[src/rtl/fifo_wr_arbiter.sv]
// Round-robin arbiter sharing one FIFO write port between N_REQ producers.
// Tracks FIFO occupancy itself so a write is only issued when a slot is free.
module fifo_wr_arbiter #(
  parameter int unsigned BITS       = 12,
  parameter int unsigned N_REQ      = 4,
  parameter int unsigned WORD_DEPTH = 8,
  parameter int unsigned ADDR_WIDTH = 3,
  parameter int unsigned ID_W       = 2
) (
  input  logic                    clk,
  input  logic                    rst_n,
  input  logic [N_REQ-1:0]        req,
  input  logic [N_REQ*BITS-1:0]   req_data,
  output logic [N_REQ-1:0]        gnt,
  output logic [ID_W-1:0]         gnt_id,
  output logic                    fifo_write,
  output logic [BITS-1:0]         fifo_data_in,
  input  logic                    fifo_read,
  input  logic                    fifo_ready,
  input  logic                    fifo_overflow,
  input  logic                    clr_err,
  output logic [ADDR_WIDTH:0]     level,
  output logic                    full,
  output logic                    err
);

  localparam int unsigned CapInt = WORD_DEPTH - 1;
  localparam logic [ADDR_WIDTH:0] Cap = CapInt[ADDR_WIDTH:0];

  typedef enum logic [1:0] {StIdle, StGrant, StFull, StError} state_e;

  state_e state_q, state_d;

  logic [ID_W-1:0]       rr_ptr_q, rr_ptr_d;
  logic [ADDR_WIDTH:0]   level_q, level_d;
  logic [N_REQ-1:0]      gnt_q, gnt_d;
  logic [ID_W-1:0]       gnt_id_q, gnt_id_d;
  logic                  fifo_write_q, fifo_write_d;
  logic [BITS-1:0]       fifo_data_q, fifo_data_d;
  logic                  full_q, full_d;
  logic                  err_q, err_d;

  logic                  found;
  logic [ID_W-1:0]       win;
  int unsigned           j;
  logic                  grant;
  logic                  rd_take;

  // First active requester scanning upward from rr_ptr, wrapping at N_REQ-1.
  always_comb begin
    found = 1'b0;
    win   = '0;
    j     = 0;
    for (int unsigned k = 0; k < N_REQ; k++) begin
      j = 32'(rr_ptr_q) + k;
      if (j >= N_REQ) j = j - N_REQ;
      if (!found && req[j[ID_W-1:0]]) begin
        found = 1'b1;
        win   = j[ID_W-1:0];
      end
    end
  end

  // An overflow seen at this edge already blocks the grant.
  assign grant   = found && (state_q != StError) && !fifo_overflow && (level_q < Cap);
  assign rd_take = fifo_read && fifo_ready && (level_q != '0);

  always_comb begin
    level_d = level_q;
    if (grant && !rd_take) begin
      level_d = level_q + 1'b1;
    end else if (!grant && rd_take) begin
      level_d = level_q - 1'b1;
    end
  end

  always_ff @(posedge clk or negedge rst_n) begin
    if (!rst_n) begin
      state_q <= StIdle;
    end else begin
      state_q <= state_d;
    end
  end

  always_comb begin
    state_d = StIdle;
    if (fifo_overflow || (state_q == StError && !clr_err)) begin
      state_d = StError;
    end else if (level_d == Cap) begin
      state_d = StFull;
    end else if (grant) begin
      state_d = StGrant;
    end
  end

  always_comb begin
    gnt_d        = '0;
    gnt_id_d     = gnt_id_q;
    fifo_write_d = grant;
    fifo_data_d  = fifo_data_q;
    rr_ptr_d     = rr_ptr_q;
    if (grant) begin
      gnt_d[win]  = 1'b1;
      gnt_id_d    = win;
      fifo_data_d = req_data[32'(win) * BITS +: BITS];
      rr_ptr_d    = (32'(win) == N_REQ - 1) ? '0 : win + 1'b1;
    end
    full_d = (level_d == Cap);
    err_d  = (state_d == StError);
  end

  always_ff @(posedge clk or negedge rst_n) begin
    if (!rst_n) begin
      rr_ptr_q     <= '0;
      level_q      <= '0;
      gnt_q        <= '0;
      gnt_id_q     <= '0;
      fifo_write_q <= 1'b0;
      fifo_data_q  <= '0;
      full_q       <= 1'b0;
      err_q        <= 1'b0;
    end else begin
      rr_ptr_q     <= rr_ptr_d;
      level_q      <= level_d;
      gnt_q        <= gnt_d;
      gnt_id_q     <= gnt_id_d;
      fifo_write_q <= fifo_write_d;
      fifo_data_q  <= fifo_data_d;
      full_q       <= full_d;
      err_q        <= err_d;
    end
  end

  assign gnt          = gnt_q;
  assign gnt_id       = gnt_id_q;
  assign fifo_write   = fifo_write_q;
  assign fifo_data_in = fifo_data_q;
  assign level        = level_q;
  assign full         = full_q;
  assign err          = err_q;

endmodule

[config.mk]
export PLATFORM = sky130hd
export DESIGN_NAME = fifo_wr_arbiter
export DESIGN_NICKNAME = d
export VERILOG_FILES = /design/src/rtl/fifo_wr_arbiter.sv
export SDC_FILE = /design/constraint.sdc
export NUM_CORES = 1
export LEC_CHECK = 0
export ABC_CLOCK_PERIOD_IN_PS = 4800
export CAP_MARGIN = 0
export CELL_PAD_IN_SITES_DETAIL_PLACEMENT = 1
export CELL_PAD_IN_SITES_GLOBAL_PLACEMENT = 2
export CORE_ASPECT_RATIO = 2
export CORE_UTILIZATION = 26
export DETAILED_ROUTE_END_ITERATION = 7
export PLACE_DENSITY = 0.91
export SLEW_MARGIN = 20
export SYNTH_ARGS = -nofsm -noshare
export SYNTH_HDL_FRONTEND = slang
export SYNTH_SLANG_ARGS = --single-unit
[constraint.sdc]
create_clock -name clk -period 4.8 [get_ports clk]
set_input_delay 1.2 -clock clk [delete_from_list [all_inputs] [get_ports clk]]
set_output_delay 1.2 -clock clk [all_outputs]
set_load 0.01 [all_outputs]
== After elaboration in Yosys (flattened, before gate mapping) ==
Index checks and enable logic that the tools add are counted.
Storage, ports and cells
  register bits: 29
Operators by class
  muxes and demuxes: 29
  reduce and logical (&&, ||, !) cells: 21
  shifts and indexed selects: 1
  $add $sub $neg: 10
  multipliers: 1
  eq/ne operators: 5
  $lt $le $gt $ge: 11
Operators with widths (count)
  $shiftx 48x7->12: 1
  $mux 2: 11
  $lt 2x3->1 const B: 5
  $logic_and 1x1->1: 12
  $mux 4: 3
  $mux 1: 10
  $ge 3x3->1 const B: 3
  $bmux 1 s2: 4
  $sub 2x1->2 const B: 4
  $logic_not 1->1: 7
  $add 2x2->3 const B: 2
  $eq 2x2->1 const B: 3
  $add 4x1->4 const B: 1
  $eq 4x3->1 const B: 1
  $lt 4x3->1 const B: 1
  $mul 2x2->4 const B: 1
  $reduce_bool 4->1: 1
  $sub 4x1->4 const B: 1
  $add 2x1->3 const B: 1
  $ge 2x3->1 const B: 1
  $add 2x1->2 const B: 1
  $demux 1 s2: 1
  $ge 2x1->1 const B: 1
  $ne 2x2->1 const B: 1
  $logic_or 1x1->1: 1

== Logic depth before layout (Yosys ltp) ==
Gate-level depths: netlist of run 1.
  word-level depth: 25
  mapped depth: 8
  mapped depth without buffers: 7

== Worst setup path after synthesis of run 1 ==
No wires, ideal clock.
  kind: input-to-reg
  from: in req[0]
  to: reg fifo_data_q[11] (netlist: fifo_data_in[11])
  setup slack: 1.861 ns
  cell stages on the path: 6
  buffers on the path: 1
  data required time: 4.674 ns
  arrival: 2.813 ns
  cell sequence: nor2b_1 a211o_1 a21oi_2 buf_4 mux2_2 a221o_1
Between the ends
  word-level cells in the longest chain between the ends: 15
  elaborated cells on any way between the ends: 27
  classes of those cells: mul: 1; shift: 1; mux: 16; reduce/logical: 9
Ends and longest elaborated chain
  start, declared: RTL line 12  | input logic [N_REQ-1:0] req,
  branches (longest 15 deep; another with $bmux 1 s2)
  end signal, assigned: RTL line 128  | fifo_data_q <= fifo_data_d;
  end, declared: RTL line 39  | logic [BITS-1:0] fifo_data_q, fifo_data_d;
Several ways; the timed one is not identified. The select of a mux whose other input is x is not followed.
A chain may end at the register's enable or synchronous reset.

== Final worst setup path of run 1 ==
  from: in req[1]
  to: reg full_q (netlist: full)
Between the ends
  word-level cells in the longest chain between the ends: 20
  elaborated cells on any way between the ends: 27
  classes of those cells: eq/ne: 1; mux: 14; reduce/logical: 12
Ends and longest elaborated chain
  $bmux 1 s2: RTL line 57  | if (!found && req[j[ID_W-1:0]]) begin
  $mux 1 (implied by the code): RTL line 57
  $mux 1: RTL line 57
  $logic_not 1->1: RTL line 57
  $logic_and 1x1->1: RTL line 57
  $mux 1: RTL line 57
  $logic_not 1->1: RTL line 57
  $logic_and 1x1->1: RTL line 57
  [... 7 more ...]
  named net fifo_write_d: RTL line 38  | logic fifo_write_q, fifo_write_d;
  $logic_not 1->1: RTL line 72  | end else if (!grant && rd_take) begin
  $logic_and 1x1->1: RTL line 72
  $mux 4: RTL line 72
  $mux 4 (*): RTL line 70  | if (grant && !rd_take) begin
  named net level_d[1]: RTL line 35  | logic [ADDR_WIDTH:0] level_q, level_d;
  $eq 4x3->1 (*): RTL line 108  | full_d = (level_d == Cap);
  named net full_d: RTL line 40  | logic full_q, full_d;
  end signal, assigned: RTL line 129  | full_q <= full_d;
  end, declared: RTL line 40
Mark *: on every way through the listed nets, which the timed path passes. The rest lies on a longest branch. The select of a mux whose other input is x is not followed.

==> results of run 1 <==
## flip-flops by register name, indices dropped and copies added, names as in the netlist
name,count
fifo_data_in,12
gnt,4
level,4
gnt_id,2
rr_ptr_q,2
state_q,2
err,1
fifo_write,1
full,1
## final timing paths
kind / slack [ns] / cells after the start / start / to
setup / recovery: 1.16 / 7 / req[1] / full$_DFF_PN0_
hold / removal: 0.48 / 1 / gnt_id[1]$_DFFE_PN0P_ / gnt_id[1]$_DFFE_PN0P_
setup reg to reg: 1.98 / 5 / level[0]$_DFF_PN0_ / fifo_data_in[4]$_DFFE_PN0P_
hold reg to reg: 0.48 / 1 / gnt_id[1]$_DFFE_PN0P_ / gnt_id[1]$_DFFE_PN0P_
max in group asynchronous: 3.20 / 2 / rst_n / gnt_id[0]$_DFFE_PN0P_
min in group asynchronous: 1.32 / 2 / rst_n / fifo_data_in[1]$_DFFE_PN0P_
## cell families (layout without fill, tap and decap cells)
| kind of cell | count (synthesis) | in the layout | synth area share, % |
|---|---|---|---|
| AO/OA/AOI/OAI | 35 | 35 | 16.2 |
| XOR/XNOR | 3 | 3 | 1.90 |
| adder cells (fa/ha/maj) | 9 | 9 | 6.12 |
| buffers and inverters | 15 | 100 | 4.22 |
| flip-flops | 29 | 29 | 40.8 |
| multiplexers | 26 | 26 | 17.0 |
| AND/OR/NAND/NOR | 44 | 44 | 13.8 |
## cell usage after synthesis, drive strengths merged (2+ instances only)
library cell  number
a21o               2
and2              17
dfrtp             29
a21oi              6
a221o             12
inv                8
maj3               2
nand2              6
xnor2              2
nor4               2
o31ai              2
a211o              2
mux2i              2
ha                 7
buf                6
mux2              24
nor2               8
nand3              4
o21ai              3
## per-stage QoR
stage	instances	utilization [%]	setup WS, ns	instance area [um^2]	hold WS [ns]
after floorplan	161	-	1.86	1780	0.493
after global placement	326	40.5	0.940	2680	0.460
after detailed placement	326	40.5	0.852	2680	0.469
after CTS	334	42.9	1.11	2840	0.481
after global routing	334	42.9	0.917	2840	0.504
final	334	42.9	1.16	2840	0.477
## worst max-delay path, cell delays in order
cell and delay (ns):
clkdlybuf4s50_1 0.48, nor4_1 0.40, or3_1 0.74, inv_2 0.22, maj3_1 0.43, mux2i_4 0.19, and3_1 0.17
## area by class of cell
| cell class | count | share of cell area (%) |
|---|---|---|
| Tap cell | 88 | 3.88 |
| Clock inverter | 1 | 0.176 |
| Clock buffer | 7 | 5.38 |
| Sequential cell | 29 | 25.6 |
| Multi-Input combinational cell | 117 | 34.5 |
| Timing Repair Buffer | 84 | 29.5 |
| Inverter | 8 | 1.06 |
## routing by layer
layer	GRT usage (%)	up-vias	routed length, um
met1	14.5	758	1670
li1	-	752	-
met4	5.11	0	75
met2	31.3	64	3130
met3	2.50	6	226
met5	0	-	0
## power by group
group | total, mW | internal [mW] | switching (mW)
combinational | 0.752 | 0.423 | 0.329
sequential | 0.423 | 0.341 | 0.0819
clock | 0.321 | 0.219 | 0.102
total | 1.50 | 0.983 | 0.513
==> flow_summary.ini, run 1 <==
[clocking]
postCtsHoldBufs = 0
clock_path_buffers = 2
clk_pin_slew_ns = 0.05
numCtsBuffers = 5
cts_tree = yes
htreeDepth = 2
cts_resized = 0
cts-root-buf = clkbuf_16
numClockSinks = 29
cts_setup_buffers = 0
worst_skew_pair.late_latency_ns = 0.27

[global_route]
grt_antenna_before_repair = 0
grt_pass1_vias = 1749
grt_util_all_layers_pct = 15.6
grt_overflow = 0
grt_pass1_wl_mm = 8.22
grt_max_degree = 30

[pwr]
p_leak_nw = 1.18
power_mw = 1.50
peakVddDrop_v = 0.000219
p_per_area_nw_per_um2 = 527

[place]
port_buffers = 82
gp_congestion = 0.737
dpl.hpwl_mm = 4.00

[finish]
final_cell_mix = 82 x clkdlybuf4s50_1, 29 x dfrtp_1, 24 x mux2_2
diodes = 0
layout_commonest_cell = clkdlybuf4s50_1
multi_input_area_um2 = 978
area_growth_syn_to_layout_pct = 59.5
final_nets = 310
layout-drive-gt1-share_pct = 17.1
fill_cells = 761
seq_area_um2 = 726

[drt]
firstDrtPassIters = 4
vias = 1580
drtAntennaViolNets = 0
route.detailed.drc = 0
drt-wirelength-per-cell_um = 15.3
routed_via_density = 4.73
wl_mm = 5.10
drt-initial-drc-count = 53

[worst_setup_path]
worst_setup_path_start_kind = input pin
worstPathRequired_ns = 5.01
worstSetupPathType = in -> reg
arrival_ns = 3.84
crit_fanout = 26
end_kind = register

[logic_synthesis]
synthArstFlopShare_pct = 100
yosysWarnings = 0
yosysTopAreaCellShare_pct = 40.8
syn_area_um2 = 1780
synth-edff-count = 0
ys_seq_elements = 29
ys.flop_type = dfrtp_1
synth-seq-area-share_pct = 40.8
synthesis.nets = 226
synth.largest_area_cell = dfrtp_1
yosysUniqueCellTypes = 43
synth.top_cells.by_area = dfrtp_1 41%, mux2_2 15%, a221o_1 6.8%
syn_avg_cell_area_um2 = 11.1
synthCells = 161

[die]
io_pins = 83
core_area_um2 = 6620
rows = 42
die_w_um = 60.5
initial_core_util_pct = 26.9
die_area_um2 = 7200
fp.dieH_um = 119

[sta]
maxSlewHeadroom_pct = 37.4
period_minus_slack_ns = 3.64
fin_setup_tns_ns = 0
final-setup-viol-count = 0
finalHoldViolations = 0
period_share_pct = 75.8
maxClockFrequency_ghz = 0.275
worst_pin_slew_ns = 0.935
drv_slew = 0
rsz0062_at_grt = no
clock_skew_ns = 0.00277

[run]
max-cap-violations = 0

[run_status]
status = finished clean

[min_path]
hp-class = reg -> reg
Power figures use the tool's default switching activity.
==> run 2, diff against run 1 <==
Settings changed: ABC_CLOCK_PERIOD_IN_PS 4800 to 3800, CORE_UTILIZATION 26 to 24, PLACE_DENSITY 0.91 to 0.85.
Clock period 4.8 ns to 3.8 ns, I/O delays scaled along.
==> run 2 against run 1 <==
  * Clock skew hardly changed
  * Global-route usage shrank 1.5 points
  * Worst setup slack worse by 0.45 ns
  * Design area increased by 0.57%
  * Sequential power grew 26%
  * Routed wire length rose by 0.20%
  * Largest power group unchanged
==> flow_summary.ini, run 2 (synthesized netlist as in run 1, its figures left out) <==
[global_route]
grt_util_all_layers_pct = 14.1
grt_antenna_before_repair = 0
grt_max_degree = 30
grt_overflow = 0
grt_pass1_wl_mm = 8.26
grt_pass1_vias = 1714

[drt]
route.detailed.drc = 0
wl_mm = 5.11
drtAntennaViolNets = 0
wl_met1_mm = 1.79
firstDrtPassIters = 4
vias = 1567
drt-wirelength-per-cell_um = 14.9
routed_via_density = 4.58
drt-initial-drc-count = 26
wl_met2_mm = 2.98
wl_met3_um = 254
top_layer_used = met4

[sta]
clock_skew_ns = 0.00250
maxClockFrequency_ghz = 0.325
final-setup-viol-count = 0
rsz0062_at_grt = no
worst_pin_slew_ns = 0.935
period_share_pct = 81.1
finalHoldViolations = 0
fin_setup_tns_ns = 0
worst_slack_ns = 0.719
period_minus_slack_ns = 3.08
maxSlewHeadroom_pct = 37.4
hold_ws_ns = 0.477
drv_slew = 0

[worst_setup_path]
worstPathRequired_ns = 4.01
cp-startpoint = req[1]
crit_end = fifo_data_in[6]$_DFFE_PN0P_
arrival_ns = 3.29
slowest_delay_ns = 0.79
crit_fanout = 13
reg2reg_to = fifo_data_in[6]$_DFFE_PN0P_
crit_chain = clkdlybuf4s50_1 > nor4_1 > buf_4 > or3_1 > nor2_1 > a221o_1
worst_setup_path_start_kind = input pin
end_kind = register
r2r_slack_ns = 1.25
worstSetupPathType = in -> reg
rr_worst_depth = 5
r2r-start = level[0]$_DFF_PN0_
cp_slowest_cell = nor2_1

[min_path]
hp-class = reg -> reg
hold_start = gnt_id[1]$_DFFE_PN0P_

[die]
die_w_um = 62.9
core_area_um2 = 7210
initial_core_util_pct = 24.7
io_pins = 83
fp.dieH_um = 124
rows = 44
die_area_um2 = 7780

[finish]
diodes = 0
stdcell_area_um2 = 2850
utilization_pct = 39.6
layout-drive-gt1-share_pct = 18.0
seq_area_um2 = 726
final_cell_mix = 82 x clkdlybuf4s50_1, 29 x dfrtp_1, 24 x mux2_2
final_nets = 314
fill_cells = 797
largest_reg_flops = 12
multi_input_area_um2 = 978
layout_commonest_cell = clkdlybuf4s50_1
area_growth_syn_to_layout_pct = 60.4
layout.cells.non_filler = 342

[clocking]
clk_pin_slew_ns = 0.05
numClockSinks = 29
worst_skew_pair.late_latency_ns = 0.27
htreeDepth = 2
numCtsBuffers = 5
cts_setup_buffers = 0
cts_resized = 0
cts-root-buf = clkbuf_16
cts_tree = yes
clock_path_buffers = 2
postCtsHoldBufs = 0

[pwr]
peakVddDrop_v = 0.000260
intPower_mw = 1.21
power_frac_comb_pct = 51.4
sw_frac_of_total_pct = 34.8
p_leak_nw = 1.19
power.share.sequential_pct = 28.7
power_mw = 1.86
p_sw_uw = 649
clockPowerShare_pct = 19.9
p_per_area_nw_per_um2 = 653

[place]
post_dp_cell_area_um2 = 2720
preCtsSetupSlack_ns = 0.369
placedCellCount = 334
port_buffers = 82
gp_congestion = 0.722
dpl.hpwl_mm = 4.12

[run]
max-cap-violations = 0

[run_status]
status = finished clean
## run 2: cell count changes in the layout (fill, tap and decap cells not counted)
| cell | before | now |
|---|---|---|
| clkbuf_1 | 0 | 1 |
| clkbuf_8 | 2 | 0 |
| buf_4 | 2 | 6 |
| clkinv_2 | 1 | 2 |
## run 2: cell type report
class | instances | area share, %
multi-input combinational | 117 | 34.3
timing repair buffer | 88 | 30.3
sequential | 29 | 25.4
clock buffer | 6 | 4.52
tap | 92 | 4.03
inverter | 8 | 1.05
clock inverter | 2 | 0.351
## run 2: per-layer routing
layer	track usage (%)	vias to the layer above
met4	5.67	0
li1	-	760
met3	3.11	6
met2	28.4	61
met1	13.3	740
met5	0	-
## run 2: worst min path at each step
stage,endpoint,slack (ns),depth (start not counted)
after floorplan,rr_ptr_q[0]$_DFFE_PN0P_,0.49,2
after global placement,gnt_id[1]$_DFFE_PN0P_,0.46,1
after detailed placement,gnt_id[1]$_DFFE_PN0P_,0.47,1
after CTS,gnt_id[1]$_DFFE_PN0P_,0.48,1
after global routing,gnt_id[1]$_DFFE_PN0P_,0.51,1
final,gnt_id[1]$_DFFE_PN0P_,0.48,1
## run 2: power groups by stage
stage	sequential, mW	clock (mW)	combinational, mW
after detailed placement	0.541	0	0.978
after global placement	0.542	0	0.950
after CTS	0.541	0.382	0.978
after global routing	0.558	0.395	1.05
final	0.535	0.370	0.957
after floorplan	0.567	0	0.531
## run 2: critical path: cells and delay by family
| family | cells | cell delay [ns] |
|---|---|---|
| compound gates | 1 | 0.28 |
| buf+inv | 2 | 0.68 |
| simple gates | 3 | 1.37 |
==> run 3, diff against run 2 <==
Settings changed: ABC_CLOCK_PERIOD_IN_PS 3800 to 2500, CORE_UTILIZATION 24 to 22, PLACE_DENSITY 0.85 to 0.82.
Clock period 3.8 ns to 2.5 ns, I/O delays scaled along.
==> run 3 against run 2 <==
  * Register-to-register slack worse by 1.0 ns
  * Utilization fell by 0.79 points
  * Power increased by 66%
  * Worst setup slack got worse by 0.63 ns
  * Clock skew is essentially flat
  * Flip-flop and latch count did not move
  * Combinational power is 79% higher
  * Non-clock buffer count rose by 14
  * Critical path type unchanged
  * Largest cell class is now buffers
==> flow_summary.ini, run 3 (synthesized netlist as in run 1, its figures left out) <==
[pwr]
p_per_area_nw_per_um2 = 1010
peakVddDrop_v = 0.000477
p_leak_nw = 1.31

[worst_setup_path]
crit_end = fifo_data_in[11]$_DFFE_PN0P_
cp-startpoint = req[3]
r2r_slack_ns = 0.24
reg2reg_to = full$_DFF_PN0_
worst_setup_path_start_kind = input pin
worstPathRequired_ns = 2.65
r2r-start = level[1]$_DFF_PN0_
slowest_delay_ns = 0.48
rr_worst_depth = 8
end_kind = register
cp_slowest_cell = clkdlybuf4s50_1
crit_fanout = 7
worstSetupPathType = in -> reg
arrival_ns = 2.56
crit_chain = clkdlybuf4s50_1 > buf_4 > o221ai_2 > a21oi_4 > clkbuf_16 > mux2_2 > a221o_1

[sta]
maxClockFrequency_ghz = 0.415
worst_pin_slew_ns = 0.403
fin_setup_tns_ns = 0
drv_slew = 0
worst_slack_ns = 0.0914
maxSlewHeadroom_pct = 73.1
final-setup-viol-count = 0
rsz0062_at_grt = no
period_minus_slack_ns = 2.41
finalHoldViolations = 0
period_share_pct = 96.3
hold_ws_ns = 0.480
clock_skew_ns = 0.00205

[global_route]
grt_pass1_wl_mm = 8.75
grt_overflow = 0
grt_pass1_vias = 1847
grt_util_all_layers_pct = 14.0
grt_antenna_before_repair = 0
grt_max_degree = 30

[place]
placedCellCount = 349
preCtsSetupSlack_ns = -0.273
gp_congestion = 0.798
port_buffers = 82
post_dp_cell_area_um2 = 2830
dpl.hpwl_mm = 4.42

[drt]
routed_via_density = 4.64
vias = 1664
route.detailed.drc = 0
drt-initial-drc-count = 28
drt-wirelength-per-cell_um = 16.4
drtAntennaViolNets = 0
firstDrtPassIters = 4
wl_mm = 5.89

[clocking]
cts_tree = yes
clk_pin_slew_ns = 0.05
cts-root-buf = clkbuf_16
htreeDepth = 2
numClockSinks = 29
worst_skew_pair.late_latency_ns = 0.27
numCtsBuffers = 5
clock_path_buffers = 2

[finish]
layout-drive-gt1-share_pct = 22.8
diodes = 0
layout.cells.non_filler = 359
area_growth_syn_to_layout_pct = 71.9
final_nets = 328
stdcell_area_um2 = 3060
largest_reg_flops = 12
final_cell_mix = 79 x clkdlybuf4s50_1, 29 x dfrtp_1, 24 x mux2_2
layout_commonest_cell = clkdlybuf4s50_1

[die]
die_w_um = 65.6
fp.dieH_um = 129
die_area_um2 = 8470
core_area_um2 = 7890
rows = 46
io_pins = 83
initial_core_util_pct = 22.6

[min_path]
hp-class = reg -> reg
hold_depth = 1
hold_start = gnt_id[1]$_DFFE_PN0P_

[run]
max-cap-violations = 0

[run_status]
status = finished clean
==> run 3: cell count changes in the layout (fill, tap and decap cells not counted), moves of 2 or more <==
cell,previous run,this run
buf_4,6,15
clkbuf_16,5,7
buf_12,0,2
dlymetal6s2s_1,0,3
clkinv_2,2,0
clkdlybuf4s50_1,82,79
==> run 3: final cells by class <==
class,count,area [um^2]
fill,867,4830
timing repair buffer,102,1040
multi-input combinational,117,997
sequential,29,726
clock buffer,7,143
tap,96,120
inverter,8,30.0
==> run 3: stage by stage <==
stage                     power (mW)  util [%]
final                           3.10      38.8
after global placement          2.39      35.9
after detailed placement        2.43      35.9
after floorplan                 1.67         -
after global routing            3.29      38.8
after CTS                       3.04      37.7
==> run 3: worst min-delay path by stage <==
| stage | endpoint | slack, ns |
|---|---|---|
| finish | gnt_id[1]$_DFFE_PN0P_ | 0.48 |
| global route | gnt_id[1]$_DFFE_PN0P_ | 0.49 |
| CTS | gnt_id[1]$_DFFE_PN0P_ | 0.48 |
| detailed placement | gnt_id[1]$_DFFE_PN0P_ | 0.47 |
| global placement | gnt_id[1]$_DFFE_PN0P_ | 0.46 |
| floorplan | err$_DFF_PN0_ | 0.33 |
==> run 3: critical path: cells and delay by family <==
kind            cells  cell delay (ns)
mux                 1             0.33
buf+inv             3             0.83
compound gates      3             0.78
==> run 3: timing repair <==
item	in CTS	in global routing
gates resized for setup	0	6
setup endpoints to repair	0	12
buffers inserted	0	0
hold buffers	0	0
==> run 3: where the power goes <==
part / internal [mW] / switching, mW
registers: 0.656 / 0.146
clock network: 0.390 / 0.200
logic: 0.987 / 0.721
==> run 3: metal layers <==
| layer | up-vias | track usage [%] | share of wire (%) | routed length, um |
|---|---|---|---|---|
| met3 | 7 | 2.90 | 3.6 | 212 |
| met1 | 817 | 11.4 | 32 | 1890 |
| met5 | - | 0 | 0 | 0 |
| met4 | 0 | 5.88 | 1.3 | 77 |
| met2 | 55 | 29.8 | 63 | 3710 |
| li1 | 785 | - | - | - |
